## src/rtl/softmax_pkg.sv

```systemverilog
// Shared widths and FSM encoding for the softmax memory-side responder.
package softmax_pkg;

    localparam int DATAWIDTH = 16;
    localparam int NUM       = 2;
    localparam int ADDRSIZE  = 16;

    typedef enum logic [2:0] {
        ST_IDLE,
        ST_INIT,
        ST_START,
        ST_RUN,
        ST_FIN
    } state_t;

endpackage

```

## src/rtl/softmax_buf3r.sv

```systemverilog
// Row buffer with one synchronous write port and NPORTS zero-latency read ports.
module softmax_buf3r
    import softmax_pkg::*;
#(
    parameter int WIDTH  = DATAWIDTH * NUM,
    parameter int DEPTH  = 64,
    parameter int ADDR_W = ADDRSIZE,
    parameter int NPORTS = 3
) (
    input  logic                           clk,
    input  logic                           we_i,
    input  logic [ADDR_W-1:0]              wr_addr_i,
    input  logic [WIDTH-1:0]               wr_data_i,
    input  logic [NPORTS-1:0][ADDR_W-1:0]  rd_addr_i,
    output logic [NPORTS-1:0][WIDTH-1:0]   rd_data_o
);

    localparam int AW = $clog2(DEPTH);
    localparam logic [ADDR_W-1:0] DEPTH_A = ADDR_W'(DEPTH);

    logic [WIDTH-1:0] mem [DEPTH];

    // Out-of-range writes are discarded rather than aliased onto a low row.
    always_ff @(posedge clk) begin
        if (we_i && (wr_addr_i < DEPTH_A)) begin
            mem[wr_addr_i[AW-1:0]] <= wr_data_i;
        end
    end

    generate
        for (genvar gi = 0; gi < NPORTS; gi++) begin : g_rd
            assign rd_data_o[gi] = (rd_addr_i[gi] < DEPTH_A) ? mem[rd_addr_i[gi][AW-1:0]] : '0;
        end
    endgenerate

endmodule

```

## src/rtl/softmax_mem_server.sv

```systemverilog
// Memory-side responder: feeds the softmax engine from an input buffer,
// sequences init/start, and collects result pairs for host read-back.
module softmax_mem_server #(
    parameter int DATAWIDTH = softmax_pkg::DATAWIDTH,
    parameter int NUM       = softmax_pkg::NUM,
    parameter int ADDRSIZE  = softmax_pkg::ADDRSIZE,
    parameter int DEPTH     = 64,
    parameter int TIMEOUT   = 1024
) (
    input  logic                      clk,
    input  logic                      reset,
    input  logic                      wr_en,
    input  logic [ADDRSIZE-1:0]       wr_addr,
    input  logic [DATAWIDTH*NUM-1:0]  wr_data,
    input  logic                      go,
    input  logic [ADDRSIZE-1:0]       len,
    output logic                      busy,
    output logic                      complete,
    output logic                      err,
    output logic                      init,
    output logic                      start,
    output logic [ADDRSIZE-1:0]       start_addr,
    output logic [ADDRSIZE-1:0]       end_addr,
    input  logic [ADDRSIZE-1:0]       addr,
    input  logic [ADDRSIZE-1:0]       sub0_inp_addr,
    input  logic [ADDRSIZE-1:0]       sub1_inp_addr,
    output logic [DATAWIDTH*NUM-1:0]  inp,
    output logic [DATAWIDTH*NUM-1:0]  sub0_inp,
    output logic [DATAWIDTH*NUM-1:0]  sub1_inp,
    input  logic                      res_valid,
    input  logic [DATAWIDTH-1:0]      outp0,
    input  logic [DATAWIDTH-1:0]      outp1,
    input  logic [ADDRSIZE-1:0]       rd_addr,
    output logic [DATAWIDTH*NUM-1:0]  rd_data
);

    import softmax_pkg::*;

    localparam int RW = DATAWIDTH * NUM;
    localparam int AW = $clog2(DEPTH);
    localparam int TW = $clog2(TIMEOUT + 1);
    localparam logic [ADDRSIZE-1:0] DEPTH_A  = ADDRSIZE'(DEPTH);
    localparam logic [ADDRSIZE-1:0] ONE_A    = ADDRSIZE'(1);
    localparam logic [TW-1:0]       TMO_LAST = TW'(TIMEOUT - 1);
    localparam logic [TW-1:0]       ONE_T    = TW'(1);

    state_t              state_q;
    logic                busy_q, complete_q, err_q, init_q, start_q;
    logic [ADDRSIZE-1:0] start_addr_q, end_addr_q, len_q, res_ptr_q;
    logic [TW-1:0]       tmo_q;

    logic                       buf_we;
    logic                       res_we;
    logic [2:0][ADDRSIZE-1:0]   rd_addr_vec;
    logic [2:0][RW-1:0]         rd_data_vec;
    logic [RW-1:0]              res_mem [DEPTH];

    // Host writes are only accepted between jobs so the engine never sees a row change mid-run.
    assign buf_we = wr_en && !busy_q;
    assign res_we = (state_q == ST_RUN) && res_valid && !reset;

    assign rd_addr_vec = {sub1_inp_addr, sub0_inp_addr, addr};

    softmax_buf3r #(
        .WIDTH  (RW),
        .DEPTH  (DEPTH),
        .ADDR_W (ADDRSIZE),
        .NPORTS (3)
    ) u_inbuf (
        .clk       (clk),
        .we_i      (buf_we),
        .wr_addr_i (wr_addr),
        .wr_data_i (wr_data),
        .rd_addr_i (rd_addr_vec),
        .rd_data_o (rd_data_vec)
    );

    assign inp      = rd_data_vec[0];
    assign sub0_inp = rd_data_vec[1];
    assign sub1_inp = rd_data_vec[2];

    always_ff @(posedge clk) begin
        if (res_we) begin
            res_mem[res_ptr_q[AW-1:0]] <= RW'({outp1, outp0});
        end
    end

    assign rd_data = (rd_addr < DEPTH_A) ? res_mem[rd_addr[AW-1:0]] : '0;

    always_ff @(posedge clk) begin
        if (reset) begin
            state_q      <= ST_IDLE;
            busy_q       <= 1'b0;
            complete_q   <= 1'b0;
            err_q        <= 1'b0;
            init_q       <= 1'b0;
            start_q      <= 1'b0;
            start_addr_q <= '0;
            end_addr_q   <= '0;
            len_q        <= '0;
            res_ptr_q    <= '0;
            tmo_q        <= '0;
        end else begin
            complete_q <= 1'b0;
            err_q      <= 1'b0;
            init_q     <= 1'b0;
            start_q    <= 1'b0;
            if (wr_en && busy_q) begin
                err_q <= 1'b1;
            end
            case (state_q)
                ST_IDLE: begin
                    if (go) begin
                        if (len == '0) begin
                            complete_q <= 1'b1;
                        end else if (len > DEPTH_A) begin
                            err_q <= 1'b1;
                        end else begin
                            len_q        <= len;
                            end_addr_q   <= len;
                            start_addr_q <= '0;
                            res_ptr_q    <= '0;
                            tmo_q        <= '0;
                            init_q       <= 1'b1;
                            busy_q       <= 1'b1;
                            state_q      <= ST_INIT;
                        end
                    end
                end
                ST_INIT: begin
                    start_q <= 1'b1;
                    state_q <= ST_START;
                end
                ST_START: begin
                    state_q <= ST_RUN;
                end
                ST_RUN: begin
                    // A result arriving on the expiry cycle wins over the abort.
                    if (res_valid) begin
                        res_ptr_q <= res_ptr_q + ONE_A;
                        tmo_q     <= '0;
                        if ((res_ptr_q + ONE_A) == len_q) begin
                            complete_q <= 1'b1;
                            state_q    <= ST_FIN;
                        end
                    end else if (tmo_q == TMO_LAST) begin
                        err_q   <= 1'b1;
                        busy_q  <= 1'b0;
                        state_q <= ST_IDLE;
                    end else begin
                        tmo_q <= tmo_q + ONE_T;
                    end
                end
                ST_FIN: begin
                    busy_q  <= 1'b0;
                    state_q <= ST_IDLE;
                end
                default: begin
                    busy_q  <= 1'b0;
                    state_q <= ST_IDLE;
                end
            endcase
        end
    end

    assign busy       = busy_q;
    assign complete   = complete_q;
    assign err        = err_q;
    assign init       = init_q;
    assign start      = start_q;
    assign start_addr = start_addr_q;
    assign end_addr   = end_addr_q;

endmodule
```

## config.mk

```make
export PLATFORM = sky130hd
export DESIGN_NAME = softmax_mem_server
export DESIGN_NICKNAME = d
export VERILOG_FILES = /design/src/rtl/softmax_pkg.sv /design/src/rtl/softmax_buf3r.sv /design/src/rtl/softmax_mem_server.sv
export SDC_FILE = /design/constraint.sdc
export NUM_CORES = 2
export LEC_CHECK = 0
export BUFFER_PORTS_ARGS = -buffer_cell sky130_fd_sc_hd__buf_2
export CAP_MARGIN = 10
export CORE_MARGIN = 2
export CORE_UTILIZATION = 41
export DETAILED_ROUTE_END_ITERATION = 10
export MAX_ROUTING_LAYER = met4
export SLEW_MARGIN = 20
export SYNTH_ARGS = -nofsm -noshare
export SYNTH_HDL_FRONTEND = slang
export SYNTH_SLANG_ARGS = --single-unit
```

## constraint.sdc

```tcl
create_clock -name clk -period 7.7 [get_ports clk]
set_input_delay 1.54 -clock clk [delete_from_list [all_inputs] [get_ports clk]]
set_output_delay 1.54 -clock clk [all_outputs]
set_load 0.05 [all_outputs]
```

==> impl_metrics.json <==
{
  "outcome": "finished clean",
  "num_vias": 103300,
  "cts_inserted_buffers": 438,
  "syn_inst": 8264,
  "critPathLaunchType": "input pin",
  "startpoint": "addr[0]",
  "synth_area_leaders": "edfxtp_1 65%, mux4_2 30%, mux2i_1 1.3%, clkbuf_1 0.78%, dfxtp_1 0.54%",
  "ios": 330,
  "drtIter0Drc": 14980,
  "fillerInstances": 37630,
  "final_common_cell": "edfxtp_1",
  "fin_util_pct": 46.79,
  "synth.distinct_cells": 57,
  "antenna_found_initial": 58,
  "core_sq_um": 462900,
  "synth_area_per_cell_sq_um": 23.04,
  "postCtsSetupBuffers": 0,
  "hold_path_depth": 1,
  "globalplace.congestion": 0.8504,
  "io_buffers": 313,
  "grt_start_max_net_pins": 115,
  "stdcell_area_sq_um": 216600,
  "h-tree-depth": 5,
  "rr_worst_depth": 6,
  "r2r_start": "busy$_SDFFE_PP0P_",
  "cap_violations": 0,
  "yosysTopAreaCell": "edfxtp_1",
  "start_util_pct": 41.12,
  "vias_per_cell": 6.743,
  "place_hpwl_mm": 354.8,
  "cp.arrival_ps": 4970,
  "yosys_warnings": 0,
  "slew_violations": 0,
  "cp-end-kind": "primary output",
  "synth-async-reset-ratio_pct": 0,
  "cp_max_fo": 82,
  "final_cell_mix": "4,096 x edfxtp_1, 2,560 x mux4_2, 444 x clkbuf_16",
  "ys_ff_latch": 4147,
  "die_h_um": 685.4,
  "cts.hold.buffers_added": 0,
  "skew_ps": 121.7,
  "tns_ps": 0,
  "wl_per_cell_um": 40.99,
  "setup.worst_path.end": "inp[24]",
  "grt_pass1_vias": 104100,
  "clockBufferDepth": 4,
  "reg2reg_slack_ps": 3220,
  "yosysTopAreaCellShare_pct": 64.61,
  "synth_edf_count": 4096,
  "worstHoldStart": "tmo_q[10]$_SDFFE_PP0P_",
  "critical_path_required_ps": 6160,
  "area_delta_synth_final_pct": 13.79,
  "grt-ovfl-total": 0,
  "cts_resized": 0,
  "first_pass_iters": 6,
  "post-route-drc-count": 0,
  "clk_pin_slew_ps": 60,
  "hold_viol_final": 0,
  "final.min_clock_period_ps": 6513,
  "regArea_sq_um": 124000,
  "synth-main-ff-cell": "edfxtp_1",
  "syn_area_sq_um": 190400,
  "wl_mm": 627.8,
  "multi_input_area_sq_um": 64710,
  "drtAntennaViolNets": 0,
  "cts_tree": "built",
  "die_w_um": 685.4,
  "setup_viol": 0,
  "slew-limit-headroom_pct": 20.94,
  "p_leak_nw": 66.66,
  "cts.sinks": 4147,
  "rows": 250,
  "ys_seq_area_share_pct": 65.14,
  "grt_pass1_wl_mm": 861.5,
  "grt_setup_unrepaired": "no",
  "cts-root-buf": "clkbuf_16",
  "clk_latency_ps": 1050,
  "max_freq_mhz": 153.6,
  "worstReg2RegEnd": "u_inbuf.mem[47][1]$_DFFE_PP_",
  "dieArea_sq_um": 469800,
  "drive_above_1_share_pct": 44.08,
  "nets": 8912,
  "critPathKind": "input pin to primary output",
  "fin_crit_sh_pct": 84.58,
  "power_per_cell_area_nw_per_um2": 226.7,
  "worstMarginPinSlew_ps": 1183,
  "grt_usage_pct": 27.23,
  "place_area_sq_um": 202500,
  "hp-class": "register to register",
  "vdd_ir_drop_max_mv": 0.2797
}
[synth_stat cells (7+ instances only)]
master	n
dfxtp_1	51
mux2i_1	253
a22oi_1	7
nor3_1	12
or2_2	11
xor2_1	10
a211oi_1	12
and2_1	13
xnor2_1	18
nand2b_1	7
nand4_1	10
nand3_1	26
mux4_2	2560
nor2b_1	13
inv_1	10
nand2_1	43
nor4_1	24
buf_4	17
edfxtp_1	4096
buf_2	54
clkbuf_1	396
o21ai_0	20
o22ai_1	121
or3_1	11
buf_1	206
a21oi_1	26
a31oi_1	7
nor2_1	167
[cells by family after synthesis]
kind of cell,Yosys count,synth area share [%]
XOR/XNOR,28,0.1288
flip-flops,4147,65.14
multiplexers,2814,31.62
AO/OA/AOI/OAI,215,0.7170
adder cells (fa/ha/maj),2,0.01314
AND/OR/NAND/NOR,371,0.9530
buffers and inverters,686,1.423
other,1,0.001970
[cell type report]
type                            count  area share, %
Multi-Input combinational cell   3446          29.87
Clock buffer                      538          5.301
Clock inverter                    268          1.122
Timing Repair Buffer              701          2.832
Antenna cell                       33        0.03812
Sequential cell                  4147          57.25
Inverter                           11        0.01906
Tap cell                         6174          3.566
[stage by stage]
stage          hold WS (ps)  total power [mW]  std cells  setup WS (ps)
6_report              478.3             49.10      15320           1188
5_1_grt               493.5             50.37      15310           1149
4_1_cts               480.2             49.36      15280           1267
3_5_place_dp          472.3             28.77      14480           1268
3_3_place_gp          460.3             28.74      14470           1246
2_1_floorplan         451.4             27.51       8279           1253
[flip-flops by register name, summed over array words and instances, names as in the netlist, 3 cells and up]
| signal | count |
|---|---|
| len_q | 16 |
| res_mem | 2048 |
| state_q | 3 |
| tmo_q | 11 |
| u_inbuf.mem | 2048 |
| res_ptr_q | 16 |
[worst min path at each step]
| stage | to | slack, ps |
|---|---|---|
| global route | tmo_q[10]$_SDFFE_PP0P_ | 490 |
| global placement | tmo_q[10]$_SDFFE_PP0P_ | 460 |
| CTS | tmo_q[10]$_SDFFE_PP0P_ | 480 |
| detailed placement | tmo_q[10]$_SDFFE_PP0P_ | 470 |
| floorplan | tmo_q[10]$_SDFFE_PP0P_ | 450 |
| finish | tmo_q[10]$_SDFFE_PP0P_ | 480 |
[per-layer routing]
layer  up-vias  track usage (%)  wire (um)
li1      38380                -          -
met5         -                -          0
met1     56780            35.10     231000
met3      1397            5.590      63000
met2      6734            42.45     302000
met4         0            11.44      31830
[report_power, final]
part | switching, mW | internal, mW | leakage [nW]
Combinational | 1.89 | 1.59 | 22.7
Sequential | 0.0110 | 24.8 | 37.2
Clock | 9.13 | 11.7 | 6.75
Total | 11.0 | 38.1 | 66.7
[worst max-delay path, cell delays in order]
cell     delay [ps]
buf_8           280
buf_12          550
mux4_2          600
mux4_2          530
mux2i_1         460
o22ai_1         420
buf_2           370
(Power assumes the default switching activity.)
